`src/rtl/sc_vel_sched.sv`:
```
// -----------------------------------------------------------------------------
// sc_vel_sched -- vehicle speed scheduler
//
// A single shared prescaler divides SC_VEL_CLOCK_50 down to a base tick. Each
// lane has a programmable period (in base ticks) and a down-counter that turns
// the base tick into a one-clock move pulse for that lane. The game FSM drives
// run/pause/stop sequencing and a level-up speed ramp that shortens every
// enabled lane period by one.
//
// Ports
//   SC_VEL_CLOCK_50   in   1        system clock (50 MHz)
//   SC_VEL_RESET      in   1        asynchronous reset, active high
//   SC_VEL_START      in   1        pulse, IDLE -> RUN
//   SC_VEL_PAUSE      in   1        level, motion held while high
//   SC_VEL_STOP       in   1        pulse, any state -> IDLE
//   SC_VEL_LEVEL_UP   in   1        pulse, speed ramp (RUN/PAUSE only)
//   SC_VEL_CFG_WE     in   1        period write strobe
//   SC_VEL_CFG_LANE   in   3        lane index for the write
//   SC_VEL_CFG_PER    in   PER_W    period value, 0 disables the lane
//   SC_VEL_TICK       out  LANES    per-lane move pulse, registered
//   SC_VEL_STATE      out  2        00 IDLE, 01 RUN, 10 PAUSE
//   SC_VEL_LEVEL      out  4        current level, saturates at 15
//
// States
//   state  | meaning
//   -------+-------------------------------------------------------------
//   IDLE   | stopped; prescaler and lane counters held at 0
//   RUN    | prescaler counting, lanes fire on base ticks
//   PAUSE  | prescaler and lane counters frozen, no pulses
// -----------------------------------------------------------------------------
module sc_vel_sched #(
  parameter int LANES       = 4,
  parameter int PRESC_W     = 20,
  parameter int PRESC_MAX   = 999999,
  parameter int PER_W       = 6,
  parameter int PER_DEFAULT = 8,
  parameter int PER_MIN     = 1
) (
  input  logic              SC_VEL_CLOCK_50,
  input  logic              SC_VEL_RESET,
  input  logic              SC_VEL_START,
  input  logic              SC_VEL_PAUSE,
  input  logic              SC_VEL_STOP,
  input  logic              SC_VEL_LEVEL_UP,
  input  logic              SC_VEL_CFG_WE,
  input  logic [2:0]        SC_VEL_CFG_LANE,
  input  logic [PER_W-1:0]  SC_VEL_CFG_PER,
  output logic [LANES-1:0]  SC_VEL_TICK,
  output logic [1:0]        SC_VEL_STATE,
  output logic [3:0]        SC_VEL_LEVEL
);

  typedef enum logic [1:0] {
    ST_IDLE  = 2'b00,
    ST_RUN   = 2'b01,
    ST_PAUSE = 2'b10
  } state_t;

  localparam logic [PRESC_W-1:0] L_PRESC_MAX = PRESC_W'(PRESC_MAX);
  localparam logic [PRESC_W-1:0] L_PRESC_ONE = PRESC_W'(1);
  localparam logic [PER_W-1:0]   L_PER_DEF   = PER_W'(PER_DEFAULT);
  localparam logic [PER_W-1:0]   L_PER_MIN   = PER_W'(PER_MIN);
  localparam logic [PER_W-1:0]   L_PER_ONE   = PER_W'(1);
  localparam logic [PER_W-1:0]   L_PER_ZERO  = '0;
  localparam logic [3:0]         L_LVL_MAX   = 4'd15;

  state_t               r_state;
  state_t               w_state_nxt;
  logic [PRESC_W-1:0]   r_presc;
  logic [PER_W-1:0]     r_period [LANES];
  logic [PER_W-1:0]     r_count  [LANES];
  logic [LANES-1:0]     r_tick;
  logic [3:0]           r_level;

  logic                 w_start;
  logic                 w_base_tick;
  logic                 w_lvl_up;
  logic [LANES-1:0]     w_cfg_hit;
  logic [LANES-1:0]     w_fire;

  // ---------------------------------------------------------------------------
  // FSM state register
  // ---------------------------------------------------------------------------
  always_ff @(posedge SC_VEL_CLOCK_50 or posedge SC_VEL_RESET) begin
    if (SC_VEL_RESET) begin
      r_state <= ST_IDLE;
    end else begin
      r_state <= w_state_nxt;
    end
  end

  // ---------------------------------------------------------------------------
  // FSM next state and decoded strobes
  // STOP beats PAUSE beats START. A START arriving while PAUSE is already
  // high goes straight to PAUSE (counters still load).
  // ---------------------------------------------------------------------------
  always_comb begin
    w_state_nxt = r_state;
    w_start     = 1'b0;
    if (SC_VEL_STOP) begin
      w_state_nxt = ST_IDLE;
    end else begin
      unique case (r_state)
        ST_IDLE: begin
          if (SC_VEL_START) begin
            w_start     = 1'b1;
            w_state_nxt = SC_VEL_PAUSE ? ST_PAUSE : ST_RUN;
          end
        end
        ST_RUN: begin
          if (SC_VEL_PAUSE) begin
            w_state_nxt = ST_PAUSE;
          end
        end
        ST_PAUSE: begin
          if (!SC_VEL_PAUSE) begin
            w_state_nxt = ST_RUN;
          end
        end
        default: begin
          w_state_nxt = ST_IDLE;
        end
      endcase
    end
  end

  // A STOP cycle never produces a base tick, so no pulse escapes on the way
  // back to IDLE.
  always_comb begin
    w_base_tick = 1'b0;
    if ((r_state == ST_RUN) && !SC_VEL_STOP && (r_presc == L_PRESC_MAX)) begin
      w_base_tick = 1'b1;
    end
  end

  always_comb begin
    w_lvl_up = 1'b0;
    if (SC_VEL_LEVEL_UP && (r_state != ST_IDLE)) begin
      w_lvl_up = 1'b1;
    end
  end

  // Out-of-range lane indices simply match no lane.
  always_comb begin
    w_cfg_hit = '0;
    for (int i = 0; i < LANES; i++) begin
      if (SC_VEL_CFG_WE && (SC_VEL_CFG_LANE == 3'(i))) begin
        w_cfg_hit[i] = 1'b1;
      end
    end
  end

  // A config write on the same lane as a base tick takes the reload slot, so
  // that lane stays quiet this cycle.
  always_comb begin
    w_fire = '0;
    for (int i = 0; i < LANES; i++) begin
      if (w_base_tick && !w_cfg_hit[i] &&
          (r_period[i] != L_PER_ZERO) && (r_count[i] <= L_PER_ONE)) begin
        w_fire[i] = 1'b1;
      end
    end
  end

  // ---------------------------------------------------------------------------
  // Prescaler: counts only in RUN, frozen in PAUSE, zero in IDLE
  // ---------------------------------------------------------------------------
  always_ff @(posedge SC_VEL_CLOCK_50 or posedge SC_VEL_RESET) begin
    if (SC_VEL_RESET) begin
      r_presc <= '0;
    end else if (SC_VEL_STOP || (r_state == ST_IDLE)) begin
      r_presc <= '0;
    end else if (r_state == ST_RUN) begin
      if (r_presc == L_PRESC_MAX) begin
        r_presc <= '0;
      end else begin
        r_presc <= r_presc + L_PRESC_ONE;
      end
    end
  end

  // ---------------------------------------------------------------------------
  // Lane periods, down-counters and registered move pulses
  // ---------------------------------------------------------------------------
  always_ff @(posedge SC_VEL_CLOCK_50 or posedge SC_VEL_RESET) begin
    if (SC_VEL_RESET) begin
      for (int i = 0; i < LANES; i++) begin
        r_period[i] <= L_PER_DEF;
        r_count[i]  <= '0;
      end
      r_tick <= '0;
    end else begin
      for (int i = 0; i < LANES; i++) begin
        // Period: an explicit write beats the level-up ramp on that lane.
        // Zero periods are never ramped; the floor check also keeps them there
        // when PER_MIN is 0.
        if (w_cfg_hit[i]) begin
          r_period[i] <= SC_VEL_CFG_PER;
        end else if (w_lvl_up && (r_period[i] != L_PER_ZERO) &&
                     (r_period[i] > L_PER_MIN)) begin
          r_period[i] <= r_period[i] - L_PER_ONE;
        end

        // Counter: a ramp does not touch it; the shorter period is picked up
        // at the next reload.
        if (w_cfg_hit[i]) begin
          r_count[i] <= SC_VEL_CFG_PER;
        end else if (SC_VEL_STOP) begin
          r_count[i] <= '0;
        end else if (w_start) begin
          r_count[i] <= r_period[i];
        end else if (w_base_tick) begin
          if (r_period[i] == L_PER_ZERO) begin
            r_count[i] <= '0;
          end else if (r_count[i] <= L_PER_ONE) begin
            r_count[i] <= r_period[i];
          end else begin
            r_count[i] <= r_count[i] - L_PER_ONE;
          end
        end
      end
      r_tick <= w_fire;
    end
  end

  // ---------------------------------------------------------------------------
  // Level counter, kept across STOP
  // ---------------------------------------------------------------------------
  always_ff @(posedge SC_VEL_CLOCK_50 or posedge SC_VEL_RESET) begin
    if (SC_VEL_RESET) begin
      r_level <= '0;
    end else if (w_lvl_up && (r_level != L_LVL_MAX)) begin
      r_level <= r_level + 4'd1;
    end
  end

  assign SC_VEL_TICK  = r_tick;
  assign SC_VEL_STATE = r_state;
  assign SC_VEL_LEVEL = r_level;

endmodule

```
`config.mk`:
```
export PLATFORM = sky130hd
export DESIGN_NAME = sc_vel_sched
export DESIGN_NICKNAME = d
export VERILOG_FILES = /design/src/rtl/sc_vel_sched.sv
export SDC_FILE = /design/constraint.sdc
export NUM_CORES = 1
export LEC_CHECK = 0
export CORE_MARGIN = 2
export CORE_UTILIZATION = 47
export DETAILED_ROUTE_END_ITERATION = 12
export DONT_BUFFER_PORTS = 1
export GPL_ROUTABILITY_DRIVEN = 0
export PLACE_DENSITY_LB_ADDON = 0.2
export SETUP_SLACK_MARGIN = 0.2
export SLEW_MARGIN = 25
export SYNTH_ARGS = -nofsm -noshare
export SYNTH_HDL_FRONTEND = slang
export SYNTH_SLANG_ARGS = --single-unit
```
`constraint.sdc`:
```
create_clock -name SC_VEL_CLOCK_50 -period 4.85 [get_ports SC_VEL_CLOCK_50]
set_input_delay 0.97 -clock SC_VEL_CLOCK_50 [delete_from_list [all_inputs] [get_ports SC_VEL_CLOCK_50]]
set_output_delay 0.97 -clock SC_VEL_CLOCK_50 [all_outputs]
set_load 0.05 [all_outputs]
```
Yosys cells after proc, flatten, opt, wreduce, memory -nomap -nowiden
Cells that the tools add are included.

Register bits: 78. Input port bits: 16. Output and inout port bits: 10.

Add/sub/neg operators: 10. Magnitude comparators: 8. Equal/unequal tests: 10. Muxes and demuxes: 54. Reduce and logical (&&, ||, !) cells: 55.

Operator list (number): 6-bit 2-to-1 mux (32); 20-bit 2-to-1 mux (3); 6-bit by 1-bit subtractor with 6-bit output (second input constant) (8); 1-bit logical AND (28); 6-bit by 1-bit > comparator with 1-bit output (second input constant) (4); 6-bit by 1-bit less-or-equal comparator with 1-bit output (second input constant) (4); 6-bit logical NOT (4); 6-bit nonzero test (4); 20-bit by 1-bit adder with 20-bit output (second input constant) (1); 20-bit equality test (second input constant) (1); 4-bit nonzero test (4); 1-bit 2-to-1 mux (13); 2-bit nonzero test (6); 2-bit 2-to-1 mux (5); 3-bit inequality test (second input constant) (3); 3-bit by 2-bit equality test with 1-bit output (second input constant) (2); 2-bit one-hot mux with 3 select lines (1); 1-bit logical NOT (5); 4-bit by 1-bit adder with 4-bit output (second input constant) (1); 4-bit inequality test (second input constant) (1); 3-bit by 1-bit equality test with 1-bit output (second input constant) (1); 3-bit logical NOT (1); 3-bit AND reduction (1); 2-bit by 1-bit equality test with 1-bit output (second input constant) (1); other kinds (3) (3).

Longest topological paths before layout
Gate-level depths: netlist of run 1.

Depth after elaboration: 8. Mapped depth: 8.

Worst setup path after synthesis of run 1
Ideal clock, no wire load.

Kind: input-to-reg. Start point: input SC_VEL_STOP. End point: register r_count[21] in the netlist's numbering. Setup time: 0.082 ns. Data arrival time: 2.296 ns. Required time: 4.768 ns. Setup slack: 2.472 ns. Stages on the path: 5. Cells stage by stage: or3b_4 -> nand4bb_1 -> o21a_2 -> or3_1 -> a31oi_1.

Cells in the longest elaborated chain, start to end: 5.

RTL lines: from (decl) (RTL line 43) `input logic SC_VEL_STOP,`; 1-bit logical NOT (RTL line 131) `if ((r_state == ST_RUN) && !SC_VEL_STOP && (r_presc == L_PRESC_MAX)) begin`; 1-bit logical AND (2 in a row) (RTL line 131); 1-bit 2-to-1 mux (RTL line 131); 4-bit nonzero test (no line); to (signal, indexed assignment) (RTL line 211) `r_count[i] <= r_period[i];`; to (signal, indexed assignment) (RTL line 216) `r_count[i] <= r_period[i];`; to (signal, indexed assignment) (RTL line 218) `r_count[i] <= r_count[i] - L_PER_ONE;`; to (decl) (RTL line 71) `logic [PER_W-1:0] r_count [LANES];`.

Several ways; a longest one is shown, not always the timed one. A chain may end at the register's enable or synchronous reset.

Worst setup path in the final report of run 1
Start point: register r_state[1] (netlist: SC_VEL_STATE[1]). End point: register r_period[23] in the netlist's numbering.

Cells in the longest elaborated chain, start to end: 6.

RTL lines: from (decl) (RTL line 67) `state_t r_state;`; from (signal assigned) (RTL line 88) `r_state <= w_state_nxt;`; 2-bit nonzero test (RTL line 138) `if (SC_VEL_LEVEL_UP && (r_state != ST_IDLE)) begin`; 1-bit logical AND (RTL line 138); 1-bit 2-to-1 mux (RTL line 138); 1-bit logical AND (2 in a row) (RTL line 199) `end else if (w_lvl_up && (r_period[i] != L_PER_ZERO) &&`; 2-bit nonzero test (no line); to (signal, indexed assignment) (RTL line 201) `r_period[i] <= r_period[i] - L_PER_ONE;`; to (decl) (RTL line 70) `logic [PER_W-1:0] r_period [LANES];`.

Every way passes these cells.

==> results of run 1 <==
## state kept, by name (all words and copies together), names as in the netlist
register / count
SC_VEL_TICK: 4
r_presc: 20
SC_VEL_LEVEL: 4
r_period: 24
r_count: 24
SC_VEL_STATE: 2
## synth_stat cells, drive strengths merged, types with 3 or more instances
cell type,n
a31oi,23
inv,25
nand2,42
a21o,7
nand4,8
or4,6
or3b,3
buf,7
and3,3
o21a,3
nor3b,6
o31ai,9
clkbuf,18
o22ai,6
o21ai,34
nand3,18
nor2,49
and4,4
a2bb2oi,4
mux2i,7
nor4,9
a21oi,43
or3,14
nand2b,6
nor3,30
dfstp,4
a211o,3
xor2,17
ha,18
nor4b,3
o211ai,6
and2,9
o21bai,4
xnor2,18
dfrtp,74
## final cells by class
cell class / count / area [µm²]
tap: 136 / 170
clock inverter: 4 / 95.1
inverter: 25 / 96.3
timing repair buffer: 3 / 22.5
clock buffer: 12 / 135
fill: 991 / 5010
sequential: 78 / 1960
multi-input combinational: 441 / 2790
## where the power goes
part,switching [W],leakage [nW],internal [W]
Clock,0.000241,0.115,0.000342
Combinational,0.000537,1.03,0.000504
Sequential,0.000337,0.992,0.000859
Total,0.00112,2.14,0.00171
## through the flow
step | hold slack [ns] | total power, W | std cells | setup slack [ns] | cell area, µm²
finish | 0.474 | 0.00282 | 699 | 2.05 | 5270
global route | 0.490 | 0.00303 | 699 | 1.86 | 5270
CTS | 0.475 | 0.00283 | 699 | 2.02 | 5270
detailed placement | 0.463 | 0.00223 | 683 | 1.90 | 5030
global placement | 0.467 | 0.00218 | 683 | 1.94 | 5030
floorplan | 0.443 | 0.00199 | 569 | 1.89 | 4940
## worst max-delay path: stages (launching register included)
cell,delay [ns]
dfrtp_1,0.81
o21a_1,0.65
o21ai_2,0.23
nor4_1,0.48
a21oi_1,0.15
or3_1,0.36
## cell families after synthesis
logic type / share of synthesized area [%]
xor gates and xnor gates: 6.20
and+or+nand+nor: 22.8
adders and majority gates: 4.55
DFF: 39.6
AOI/OAI and AO/OA: 21.0
muxes: 1.87
buffers and inverters: 4.00
## final timing paths
path	endpoint	slack [ns]	depth (start not counted)
setup / recovery	r_period[23]	2.05	5
hold / removal	r_presc[18]	0.47	1
setup reg to reg	r_period[23]	2.05	5
hold reg to reg	r_presc[18]	0.47	1
max in group asynchronous	r_period[3]	3.42	2
min in group asynchronous	r_count[10]	0.57	1
## metal layers
metal  wire length, µm  vias up  track usage [%]
li1                  -     2063                -
met2              5870      113             37.2
met5                 0        -                0
met1              5810     2100             31.9
met4               298        0             9.55
met3               662       19             5.17
## layout by cell type (no fill, tap or decap), types with 4 or more instances in the layout
cell type,n
a31oi_1,23
nor3b_1,6
nand4_1,8
or3_1,14
xor2_1,17
clkbuf_8,9
nand3_1,18
nor4_1,9
ha_1,18
xnor2_1,18
dfstp_2,4
o22ai_1,6
and2_1,9
a21o_1,7
mux2i_1,7
nor3_1,30
nand2b_1,6
inv_1,24
o21bai_1,4
o211ai_1,6
o31ai_1,9
nand2_1,42
a21oi_1,43
o21ai_0,30
dfrtp_1,74
and4_1,4
nor2_1,49
or4_1,6
a2bb2oi_1,4
==> impl_metrics.tcl, run 1 <==
set metrics [dict create \
    status "complete, no violations" \
    synthFlopType "dfrtp_1" \
    worstPathMaxFanout 14 \
    finClkSkew_ns 0.00930 \
    fin_tns_setup_ns 0 \
    cts.root.buffer_cell "clkbuf_8" \
    ys_types 63 \
    ios 26 \
    cap_viol_max_count 0 \
    start_kind "flip-flop" \
    cts_buffer_depth 2 \
    wl_per_cell_um 18.1 \
    dpl.hpwl_um 8750 \
    start_util_pct 48.1 \
    drt_iter0_drc 354 \
    numCtsBuffers 9 \
    slew_headroom_pct 40.7 \
    die_height_um 107 \
    crit_path_start "SC_VEL_STATE[1]" \
    grt_usage_pct 23.7 \
    synth.area.top_cells "dfrtp_1 37%, ha_1 4.6%, a21oi_1 4.4%" \
    cts_tree "yes" \
    worstSetupEndpointType "flip-flop" \
    vdd_drop_max_uv 237 \
    regToRegStartpoint "SC_VEL_STATE[1]" \
    synth_nets 603 \
    grt_overflow 0 \
    hp-start "r_presc[18]" \
    die_area_um2 11400 \
    die_w_um 107 \
    setup_viol 0 \
    vias 4295 \
    firstDrtPassIters 5 \
    power.leakage_nw 2.14 \
    timing_worst_setup_path_type "reg2reg" \
    area_delta_synth_final_pct 6.58 \
    timing_hold_violations_final 0 \
    hp-class "reg2reg" \
    ant_nets 0 \
    ctsHoldBuffers 0 \
    drt-total-wl_um 12600 \
    cp.required_ns 5.09 \
    synth_edf_count 0 \
    timing.fmax_mhz 358 \
    utilization_pct 51.3 \
    synth_area_leader_cell "dfrtp_1" \
    slew_viol_final 0 \
    nNetsFinal 592 \
    drc 0 \
    drive_gt1_share_pct 6.04 \
    rsz0062_at_grt "no" \
    clk_pin_slew_ns 0.08 \
    crit_arrival_ns 3.04 \
    tightestPinTransition_ns 0.887 \
    clk_latency_ns 0.36 \
    postCtsSetupRepairBufs 0 \
    syn_area_um2 4940 \
    design.core.area_um2 10300 \
    synth_cells 569 \
    postCtsResizedCells 0 \
    diodes 0 \
    portBuffers 0 \
    h-tree-depth 3 \
    post-route-min-period_ns 2.80 \
    cts.sink_count 78 \
    antenna_found_initial 0 \
    grt_pass1_vias 4159 \
    synthArstFlopShare_pct 100 \
    avgSynthCellArea_um2 8.69 \
    ys_seq_elements 78 \
    period_share_pct 57.7 \
    ys_seq_area_share_pct 39.6 \
    avgViaCountPerCell 6.14 \
    grt_max_degree 52 \
    grt_pass1_wl_um 21200 \
    ys_warn_count 0 \
    synth_top_area_share_pct 37.4 \
    floorplan.rows 37 \
    p_per_area_nw_per_um2 535 \
]
(Power assumes the default switching activity.)
==> run 2, diff against run 1 <==
Clock period 4.85 ns to 2.25 ns, I/O delays scaled along.
==> impl_metrics.tcl, run 2 (synthesis gave the netlist of run 1 again) <==
set metrics [dict create \
    status "complete, no violations" \
    drc 0 \
    worstPathMaxFanout 6 \
    cpPeakStageDelay_ns 0.45 \
    cts_tree "yes" \
    crit_arrival_ns 2.24 \
    grt_max_degree 53 \
    nNetsFinal 627 \
    avgViaCountPerCell 6.19 \
    utilization_pct 55.1 \
    slew_headroom_pct 51.2 \
    cts.sink_count 78 \
    firstDrtPassIters 5 \
    area_delta_synth_final_pct 14.4 \
    slowest_stage "or3_1" \
    drt_iter0_drc 440 \
    setup_viol 0 \
    cts_buffer_depth 2 \
    portBuffers 0 \
    fin_tns_setup_ns 0 \
    fin_ws_ns 0.241 \
    cts.root.buffer_cell "clkbuf_8" \
    post-route-min-period_ns 2.01 \
    largestRegisters "r_count: 24 flops, r_period: 24 flops, r_presc: 20 flops" \
    finClkSkew_ns 0.0115 \
    diodes 0 \
    grt_usage_pct 23.6 \
    timing_worst_setup_path_type "reg2reg" \
    clk_pin_slew_ns 0.09 \
    antenna_found_initial 0 \
    timing_hold_violations_final 0 \
    start_util_pct 48.1 \
    final_common_cell "dfrtp_1" \
    grt_overflow 0 \
    ant_nets 0 \
    dpl.hpwl_um 9050 \
    cp.required_ns 2.48 \
    vias 4542 \
    die_area_um2 11400 \
    slew_viol_final 0 \
    design.core.area_um2 10300 \
    rsz0062_at_grt "yes" \
    cap_viol_max_count 0 \
    hp-class "in2async" \
    critPathBufInv 0 \
    period_share_pct 89.3 \
    grt_pass1_vias 4208 \
    worstSetupEndpointType "flip-flop" \
    timing.fmax_mhz 498 \
    wl_per_cell_um 18.4 \
    die_w_um 107 \
    drive_gt1_share_pct 16.1 \
    place_ws_ns 0.100 \
    h-tree-depth 3 \
    die_height_um 107 \
    layout_common_cells "69 x dfrtp_1, 47 x nor2_1, 43 x a21oi_1, 42 x nand2_1, 36 x buf_4" \
    p_per_area_nw_per_um2 1070 \
    vdd_drop_max_uv 439 \
    grt_pass1_wl_um 21100 \
    crit_family "simple AND/OR/NAND/NOR gates" \
    ios 26 \
    crit_chain "or3_1 > o32ai_2 > mux2_2 > nand3_1 > a31oi_1" \
    drt-total-wl_um 13500 \
    clk_latency_ns 0.37 \
    power.leakage_nw 2.30 \
    start_kind "flip-flop" \
    floorplan.rows 37 \
    numCtsBuffers 9 \
    tightestPinTransition_ns 0.730 \
]
==> run 2: changes by cell type in the layout (fill, tap and decap cells not counted), sizes merged <==
cell      previous run  this run
buf                  3        37
bufinv               3         1
clkbuf              12         9
clkinv               1         6
clkinvlp             0         1
inv                 25        24
o21a                 3         4
==> run 2: power by group <==
group | internal [W] | leakage [nW] | total [W] | switching (W)
clock | 0.000516 | 0.103 | 0.00109 | 0.000571
sequential | 0.00186 | 0.985 | 0.00254 | 0.000681
combinational | 0.00118 | 1.21 | 0.00245 | 0.00127
total | 0.00355 | 2.30 | 0.00607 | 0.00252
==> run 2: cell type report <==
cell class	instances	area, µm²
well taps	136	170
multi-input cells	442	2950
clock buffers	9	124
clock inverters	7	75.1
repair buffers	37	282
inverters	25	97.6
fillers	934	4620
flip-flops and latches	78	1960
==> run 2: worst paths after layout <==
check	to	cells after the start	slack, ns	startpoint
max	r_count[14]	5	0.24	r_count[14]
min	SC_VEL_STATE[1]	2	0.03	SC_VEL_RESET
max reg2reg	r_count[14]	5	0.24	r_count[14]
min reg2reg	r_presc[18]	1	0.50	r_presc[18]
max in group asynchronous	r_count[8]	2	1.58	SC_VEL_RESET
min in group SC_VEL_CLOCK_50	SC_VEL_STATE[0]	1	0.15	SC_VEL_PAUSE
==> run 2: per-layer routing <==
layer  global-route usage [%]  routed length (µm)  vias to the layer above
li1                         -                   -                     2131
met1                     32.8                6060                     2220
met2                     36.1                6350                      157
met3                     4.50                 704                       34
met4                     10.4                 378                        0
met5                        0                   0                        -
==> run 2: stage by stage <==
| step | instance area, µm² | std cells | total power (W) | hold WS [ns] |
|---|---|---|---|---|
| 3_5_place_dp | 5200 | 704 | 0.00483 | 0.441 |
| 5_1_grt | 5660 | 734 | 0.00653 | 0.0443 |
| 6_report | 5660 | 734 | 0.00607 | 0.0310 |
| 2_1_floorplan | 4960 | 569 | 0.00429 | 0.443 |
| 3_3_place_gp | 5200 | 704 | 0.00474 | 0.431 |
| 4_1_cts | 5470 | 725 | 0.00599 | 0.0251 |
==> run 2: timing repair <==
action                                  in CTS  in global routing
setup buffers                                5                  7
pin swaps                                    1                 10
resized for setup                            4                 28
endpoints found under the setup margin      12                 32
cloned                                       0                  2
hold buffers                                 0                  0
==> run 2: worst register-to-register path: cells and delay by family, from the launching register on <==
| kind | cells | cell delay (ns) |
|---|---|---|
| AOI/OAI and AO/OA | 2 | 0.52 |
| DFF | 1 | 0.44 |
| muxes | 1 | 0.38 |
| and+or+nand+nor | 2 | 0.53 |
==> run 3, diff against run 2 <==
Settings changed: RECOVER_POWER from default to 100.
==> impl_metrics.tcl, run 3 (synthesis gave the netlist of run 1 again) <==
set metrics [dict create \
    status "complete, no violations" \
    drt_iter0_drc 489 \
    timing_hold_violations_final 0 \
    die_area_um2 11400 \
    ctsHoldBuffers 0 \
    numCtsBuffers 9 \
    design.core.area_um2 10300 \
    crit_chain "or3b_4 > nand4bb_4 > buf_4 > o21ai_4 > clkbuf_2 > o31ai_1 > o21bai_1" \
    slew_viol_final 0 \
    drc 0 \
    wl_met3_um 841 \
    drive_gt1_share_pct 13.7 \
    tightestPinTransition_ns 1.44 \
    grt_max_degree 53 \
    ios 26 \
    grt_overflow 0 \
    crit_arrival_ns 2.32 \
    cts.root.buffer_cell "clkbuf_8" \
    vias 4530 \
    drt-met1-wl_um 5900 \
    start_kind "flip-flop" \
    largestRegisters "r_count: 24 flops, r_period: 24 flops, r_presc: 20 flops" \
    cts.sink_count 78 \
    cp.required_ns 2.51 \
    dpl.hpwl_um 9050 \
    finClkSkew_ns 0.0117 \
    clk_latency_ns 0.37 \
    routed.top_layer "met4" \
    seqCellArea_um2 1960 \
    slew_headroom_pct 4.31 \
    floorplan.rows 37 \
    grt_pass1_wl_um 21100 \
    vdd_drop_max_uv 437 \
    cpPeakStageDelay_ns 0.43 \
    die_w_um 107 \
    drt-total-wl_um 13500 \
    layout_common_cells "70 x dfrtp_1, 48 x nor2_1, 43 x a21oi_1, 42 x nand2_1, 32 x o21ai_0" \
    timing.fmax_mhz 483 \
    cts_tree "yes" \
    clk_pin_slew_ns 0.09 \
    totalPowerFinal_w 0.00603 \
    power.leakage_nw 2.27 \
    portBuffers 0 \
    die_height_um 107 \
    utilization_pct 54.4 \
    antenna_found_initial 0 \
    nNetsFinal 627 \
    cap_viol_max_count 0 \
    final_common_cell "dfrtp_1" \
    period_share_pct 91.9 \
    worstSetupEndpointType "flip-flop" \
    hold_ws_ns 0.147 \
    worstPathMaxFanout 6 \
    wl_per_cell_um 18.5 \
    hp-class "in2reg" \
    cts_buffer_depth 2 \
    fin_tns_setup_ns 0 \
    p_per_area_nw_per_um2 1080 \
    area_delta_synth_final_pct 13.1 \
    h-tree-depth 3 \
    slowest_stage "dfrtp_2" \
    timing_worst_setup_path_type "reg2reg" \
    multi_input_area_um2 2920 \
    firstDrtPassIters 5 \
    post-route-min-period_ns 2.07 \
    ant_nets 0 \
    setup_viol 0 \
    start_util_pct 48.1 \
    grt_usage_pct 23.6 \
    rsz0062_at_grt "yes" \
    met2_length_um 6430 \
    fillers 949 \
    avgViaCountPerCell 6.17 \
    diodes 0 \
    grt_pass1_vias 4208 \
]
[run 3: routing by layer]
layer | track usage, % | vias to the layer above
met5 | 0 | -
met2 | 36.1 | 164
met4 | 10.4 | 0
li1 | - | 2131
met1 | 32.8 | 2201
met3 | 4.50 | 34
[run 3: cell type report]
cell class,instances,area share [%]
multi-input combinational,442,52.2
sequential,78,35.1
timing repair buffer,37,4.43
tap,136,3.04
clock buffer,9,2.21
inverter,25,1.70
clock inverter,7,1.34
[run 3: final timing paths]
path                                       from              end  slack (ns)  cells after the start
worst min register to register      r_presc[18]      r_presc[18]        0.49                      1
worst max-delay path            SC_VEL_STATE[1]       r_count[1]        0.18                      7
min in group asynchronous          SC_VEL_RESET      r_count[21]        0.44                      2
worst min-delay path                SC_VEL_STOP  SC_VEL_STATE[1]        0.15                      1
max in group asynchronous          SC_VEL_RESET  SC_VEL_STATE[0]        0.84                      2
worst max register to register  SC_VEL_STATE[1]       r_count[1]        0.18                      7
[run 3: worst max-delay path: cells and delay by family (launching register included)]
kind	cells	cell delay, ns
flops	1	0.43
compound gates	3	0.43
buf+inv	2	0.43
simple gates	2	0.67
[run 3: power breakdown]
group	total, W	internal, W	switching [W]
combinational	0.00241	0.00115	0.00126
sequential	0.00253	0.00186	0.000677
clock	0.00109	0.000516	0.000569
total	0.00603	0.00352	0.00251
[run 3: repair_timing]
action	4_1_cts	5_1_grt
setup endpoints to repair	12	32
resized for setup	4	28
gates cloned	0	2
pin swaps	1	10
hold endpoints to repair	0	0
buffers inserted	5	7
[run 3: metrics by stage]
step / instance area, µm² / worst slack [ns] / cells
after global routing: 5590 / 0.0857 / 734
after detailed placement: 5200 / 0.100 / 704
after global placement: 5200 / 0.183 / 704
after CTS: 5470 / 0.187 / 725
final: 5590 / 0.181 / 734
after floorplan: 4960 / 0.143 / 569
